===== src/rtl/phy_tx_multilane.sv =====
// Multi-lane transmit PHY: stripes DATA_W-bit words byte-wise across LANES serial lanes,
// MSB first, with a COM preamble after reset and IDL fill whenever no word is pending.
module phy_tx_multilane #(
  parameter int         DATA_W  = 32,
  parameter int         LANES   = 2,
  parameter int         COM_CNT = 4,
  parameter logic [7:0] COM_SYM = 8'hBC,
  parameter logic [7:0] IDL_SYM = 8'h7C
) (
  input  logic              clk,
  input  logic              reset,
  input  logic [DATA_W-1:0] in_data,
  input  logic              in_valid,
  output logic              in_ready,
  output logic [LANES-1:0]  serial_o,
  output logic              sym_start,
  output logic              data_active
);

  localparam int SET_W  = 8 * LANES;
  localparam int SLOTS  = DATA_W / SET_W;
  localparam int SLOT_W = (SLOTS > 1) ? $clog2(SLOTS) : 1;
  localparam int CCNT_W = (COM_CNT > 1) ? $clog2(COM_CNT) : 1;

  localparam logic [SLOT_W-1:0] LAST_SLOT = SLOT_W'(SLOTS - 1);
  localparam logic [CCNT_W-1:0] LAST_COM  = CCNT_W'(COM_CNT - 1);

  localparam logic [1:0] ST_COM  = 2'd0;
  localparam logic [1:0] ST_IDLE = 2'd1;
  localparam logic [1:0] ST_DATA = 2'd2;

  if ((LANES < 1) || (LANES > 8) || (COM_CNT < 1) || ((DATA_W % SET_W) != 0) || (DATA_W < SET_W))
  begin : g_bad_cfg
    $error("phy_tx_multilane: DATA_W must be a non-zero multiple of 8*LANES, LANES 1..8, COM_CNT >= 1");
  end

  // Lane i's current symbol lives in sr[8*i +: 8]; its MSB is on the wire.
  function automatic logic [SET_W-1:0] fill_sym(input logic [7:0] sym);
    logic [SET_W-1:0] r;
    for (int i = 0; i < LANES; i++) r[8*i +: 8] = sym;
    return r;
  endfunction

  // The most significant byte of a slot goes to lane 0.
  function automatic logic [SET_W-1:0] lane_map(input logic [SET_W-1:0] top);
    logic [SET_W-1:0] r;
    for (int i = 0; i < LANES; i++) r[8*i +: 8] = top[SET_W-1-8*i -: 8];
    return r;
  endfunction

  function automatic logic [SET_W-1:0] shift_lanes(input logic [SET_W-1:0] sr);
    logic [SET_W-1:0] r;
    for (int i = 0; i < LANES; i++) r[8*i +: 8] = {sr[8*i +: 7], 1'b0};
    return r;
  endfunction

  logic              run_q, run_d;
  logic [1:0]        state_q, state_d;
  logic [2:0]        bit_cnt_q, bit_cnt_d;
  logic [CCNT_W-1:0] com_cnt_q, com_cnt_d;
  logic [SLOT_W-1:0] slot_q, slot_d;
  logic              buf_valid_q, buf_valid_d;
  logic [DATA_W-1:0] buf_data_q, buf_data_d;
  logic [DATA_W-1:0] word_q, word_d;
  logic [SET_W-1:0]  sr_q, sr_d;
  logic              start_word;

  always_comb begin
    run_d       = run_q;
    state_d     = state_q;
    bit_cnt_d   = bit_cnt_q;
    com_cnt_d   = com_cnt_q;
    slot_d      = slot_q;
    buf_valid_d = buf_valid_q;
    buf_data_d  = buf_data_q;
    word_d      = word_q;
    sr_d        = sr_q;
    start_word  = 1'b0;

    if (!run_q) begin
      // First edge out of reset opens the first COM symbol.
      run_d     = 1'b1;
      state_d   = ST_COM;
      bit_cnt_d = 3'd0;
      com_cnt_d = '0;
      slot_d    = '0;
      sr_d      = fill_sym(COM_SYM);
    end else if (bit_cnt_q != 3'd7) begin
      bit_cnt_d = bit_cnt_q + 3'd1;
      sr_d      = shift_lanes(sr_q);
    end else begin
      bit_cnt_d = 3'd0;
      case (state_q)
        ST_COM: begin
          if (com_cnt_q == LAST_COM) begin
            if (buf_valid_q) begin
              start_word = 1'b1;
            end else begin
              state_d = ST_IDLE;
              sr_d    = fill_sym(IDL_SYM);
            end
          end else begin
            com_cnt_d = com_cnt_q + CCNT_W'(1);
            sr_d      = fill_sym(COM_SYM);
          end
        end
        ST_DATA: begin
          if (slot_q == LAST_SLOT) begin
            if (buf_valid_q) begin
              start_word = 1'b1;
            end else begin
              state_d = ST_IDLE;
              sr_d    = fill_sym(IDL_SYM);
            end
          end else begin
            slot_d = slot_q + SLOT_W'(1);
            sr_d   = lane_map(word_q[DATA_W-1 -: SET_W]);
            word_d = word_q << SET_W;
          end
        end
        default: begin
          if (buf_valid_q) begin
            start_word = 1'b1;
          end else begin
            state_d = ST_IDLE;
            sr_d    = fill_sym(IDL_SYM);
          end
        end
      endcase
    end

    // The buffer is released the moment its word goes on the wire.
    if (start_word) begin
      state_d     = ST_DATA;
      slot_d      = '0;
      sr_d        = lane_map(buf_data_q[DATA_W-1 -: SET_W]);
      word_d      = buf_data_q << SET_W;
      buf_valid_d = 1'b0;
    end

    if (in_valid && in_ready) begin
      buf_valid_d = 1'b1;
      buf_data_d  = in_data;
    end
  end

  always_ff @(posedge clk) begin
    if (!reset) begin
      run_q       <= 1'b0;
      state_q     <= ST_COM;
      bit_cnt_q   <= 3'd0;
      com_cnt_q   <= '0;
      slot_q      <= '0;
      buf_valid_q <= 1'b0;
    end else begin
      run_q       <= run_d;
      state_q     <= state_d;
      bit_cnt_q   <= bit_cnt_d;
      com_cnt_q   <= com_cnt_d;
      slot_q      <= slot_d;
      buf_valid_q <= buf_valid_d;
    end
  end

  // Datapath registers need no reset: every output is masked until run_q is set.
  always_ff @(posedge clk) begin
    buf_data_q <= buf_data_d;
    word_q     <= word_d;
    sr_q       <= sr_d;
  end

  always_comb begin
    for (int i = 0; i < LANES; i++) serial_o[i] = run_q & sr_q[8*i+7];
  end

  assign in_ready    = run_q & ~buf_valid_q;
  assign sym_start   = run_q & (bit_cnt_q == 3'd0);
  assign data_active = run_q & (state_q == ST_DATA);

endmodule

===== config.mk =====
export PLATFORM = sky130hd
export DESIGN_NAME = phy_tx_multilane
export DESIGN_NICKNAME = d
export VERILOG_FILES = /design/src/rtl/phy_tx_multilane.sv
export SDC_FILE = /design/constraint.sdc
export NUM_CORES = 1
export LEC_CHECK = 0
export CAP_MARGIN = 15
export CORE_MARGIN = 5
export CORE_UTILIZATION = 35
export CTS_CLUSTER_SIZE = 20
export DETAILED_ROUTE_END_ITERATION = 8
export PLACE_DENSITY = 0.63
export SLEW_MARGIN = 20
export SYNTH_ARGS = -nofsm -noshare
export SYNTH_HDL_FRONTEND = slang
export SYNTH_SLANG_ARGS = --single-unit

===== constraint.sdc =====
create_clock -name clk -period 4.3 [get_ports clk]
set_input_delay 0.86 -clock clk [delete_from_list [all_inputs] [get_ports clk]]
set_output_delay 0.86 -clock clk [all_outputs]
set_load 0.03 [all_outputs]

==> results.toml <==
[placement]
dp.cells = 368
gp_congestion = 0.803
io_buffers = 39
dp_hpwl_um = 3550
dp_slack_ns = 1.51

[floorplan]
initial_utilization = 0.356
die_y_um = 101
die_w_um = 101
core-area_mm2 = 0.00818
die-area_mm2 = 0.0102
placementRows = 33
io_pins = 40

[synthesis]
synth_seq_cells = 74
syn_area_mm2 = 0.00291
yosysTopAreaCellShare = 0.496
yosysSeqAreaShare = 0.675
ys_top_cells_by_area = "edfxtp_1, dfxtp_1, o21ai_0, and3_1, a21oi_1"
syn_nets = 275
ys_warn_count = 0
synth.largest_area_cell = "edfxtp_1"
synth_cell_types = 37
syn_inst = 236
syn_area_per_cell_um2 = 12.3

[timing]
final_hold_viol_count = 0
skew_ns = 0.00632
post-route-period-util = 0.721
period_needed_ns = 3.10
max-slew-margin-rel = 0.574
finalSetupTns_ns = 0
fmax_ghz = 0.322
slew_violations = 0
rsz0062_at_grt = "no"
layout_setup_ws_ns = 1.20
worst_slew_pin_slew_ns = 0.637
setup_violations = 0

[route]
routed_via_density = 4.80
antenna_left = 0
wl_per_cell_um = 13.6
first_pass_iters = 4
drc = 0
routed_wl_um = 5210
drtIter0Drc = 136
dr_total_vias = 1844

[layout]
layout_commonest_cell = "edfxtp_1"
stdcell_count = 384
final_cell_mix = "edfxtp_1, clkdlybuf4s50_1, dfxtp_1"
syn_to_final_growth_pct = 23.1
num_antenna_cells = 0
final_nets = 313
post-route-util = 0.438
drive_gt1_frac = 0.0932

[global_routing]
globalRoute.totalOverflow = 0
grt.total_usage = 0.111
grt_max_degree = 34
grt_pass1_wl_um = 8650
antenna_found_initial = 0
grt_pass1_vias = 1841

[clock_network]
htree_levels = 3
cts_resized = 0
clk_pin_slew_ns = 0.07
insertion_delay_ns = 0.34
cts_buffers = 9
cts_root_buffer = "clkbuf_8"
hold_buffers = 0
cts.sinks = 74
clock_path_buffers = 2
cts_tree = "done"
cts_setup_buffers = 0

[power]
finalPower_uw = 1370
power.leakage_uw = 0.00130
ir_drop_mv = 0.172
p_per_area_mw_per_mm2 = 383

[setup_path]
worstPathArrival_ns = 2.24
end_kind = "primary output"
required_ns = 3.44
worstSetupPathType = "reg2out"
critPathMaxFanout = 25
start_kind = "flop"

[run_status]
outcome = "complete, no violations"

[job]
maxCapViolations = 0

[min_path]
hold_path.class = "reg2reg"
==> report_power, final <==
group	internal (uW)	total, uW	switching, uW
clock	279	518	239
combinational	40.5	67.4	27.0
sequential	777	787	10.3
total	1100	1370	276
==> cell families (layout without fill, tap and decap cells) <==
family | count (synthesis) | after routing | synth area share
fa+ha+maj | 4 | 4 | 0.0172
buf+inv | 29 | 72 | 0.0417
simple gates | 60 | 60 | 0.113
flops | 74 | 74 | 0.675
mux | 2 | 2 | 0.00860
xor+xnor | 1 | 1 | 0.00301
compound gates | 66 | 66 | 0.142
==> state kept, by name, summed over array words and instances, names as in the netlist <==
| register | cells |
|---|---|
| bit_cnt_q | 3 |
| run_q | 1 |
| sr_q | 16 |
| word_q | 16 |
| buf_valid_q | 1 |
| com_cnt_q | 2 |
| state_q | 2 |
| slot_q | 1 |
| buf_data_q | 32 |
==> layout make-up <==
class / instances / area (um^2)
clock buffers: 10 / 138
clock inverters: 6 / 56.3
fillers: 780 / 4590
inverters: 13 / 48.8
multi-input cells: 133 / 825
flip-flops and latches: 74 / 1960
well taps: 105 / 131
repair buffers: 43 / 420
==> worst max-delay path: stages (launching register included) <==
cell and delay [ns]:
dfxtp_1 0.73, buf_4 0.32, and3_1 0.19, clkdlybuf4s50_1 0.67
==> per-layer routing <==
layer,vias up,routed length (um),part of all wire,track usage
met4,0,82,0.016,0.0521
li1,942,-,-,-
met3,7,232,0.045,0.0379
met1,858,2480,0.48,0.144
met2,37,2420,0.46,0.166
met5,-,0,0,0
==> cell usage after synthesis, drive strengths merged <==
library cell and instances:
a31oi 1, nand2 6, o31ai 2, nor2 16, a211o 1, inv 12
nor3b 3, ha 4, o211ai 2, o22ai 2, a21oi 19, a221o 8
mux2i 1, xnor2 1, o211a 1, buf 6, clkinv 1, a21boi 3
mux2 1, and2 4, dfxtp 26, a211oi 1, o21ai 25, or3b 1
nor2b 1, o21a 1, and3 19, clkbuf 10, nand3 3, edfxtp 48
or2 2, nor3 4, nand2b 1
==> final timing paths <==
path / start / end / slack [ns] / depth (start not counted)
setup / recovery: run_q / data_active / 1.20 / 3
hold / removal: bit_cnt_q[0] / bit_cnt_q[0] / 0.45 / 1
setup reg to reg: bit_cnt_q[0] / sr_q[5] / 2.25 / 6
hold reg to reg: bit_cnt_q[0] / bit_cnt_q[0] / 0.45 / 1
==> metrics by stage <==
| stage | hold slack, ns | area [um^2] |
|---|---|---|
| after floorplan | 0.424 | 2910 |
| after global placement | 0.437 | 3390 |
| after detailed placement | 0.445 | 3390 |
| after CTS | 0.461 | 3580 |
| after global routing | 0.486 | 3580 |
| final | 0.453 | 3580 |
Note: power is estimated with default switching activity, not from simulation.
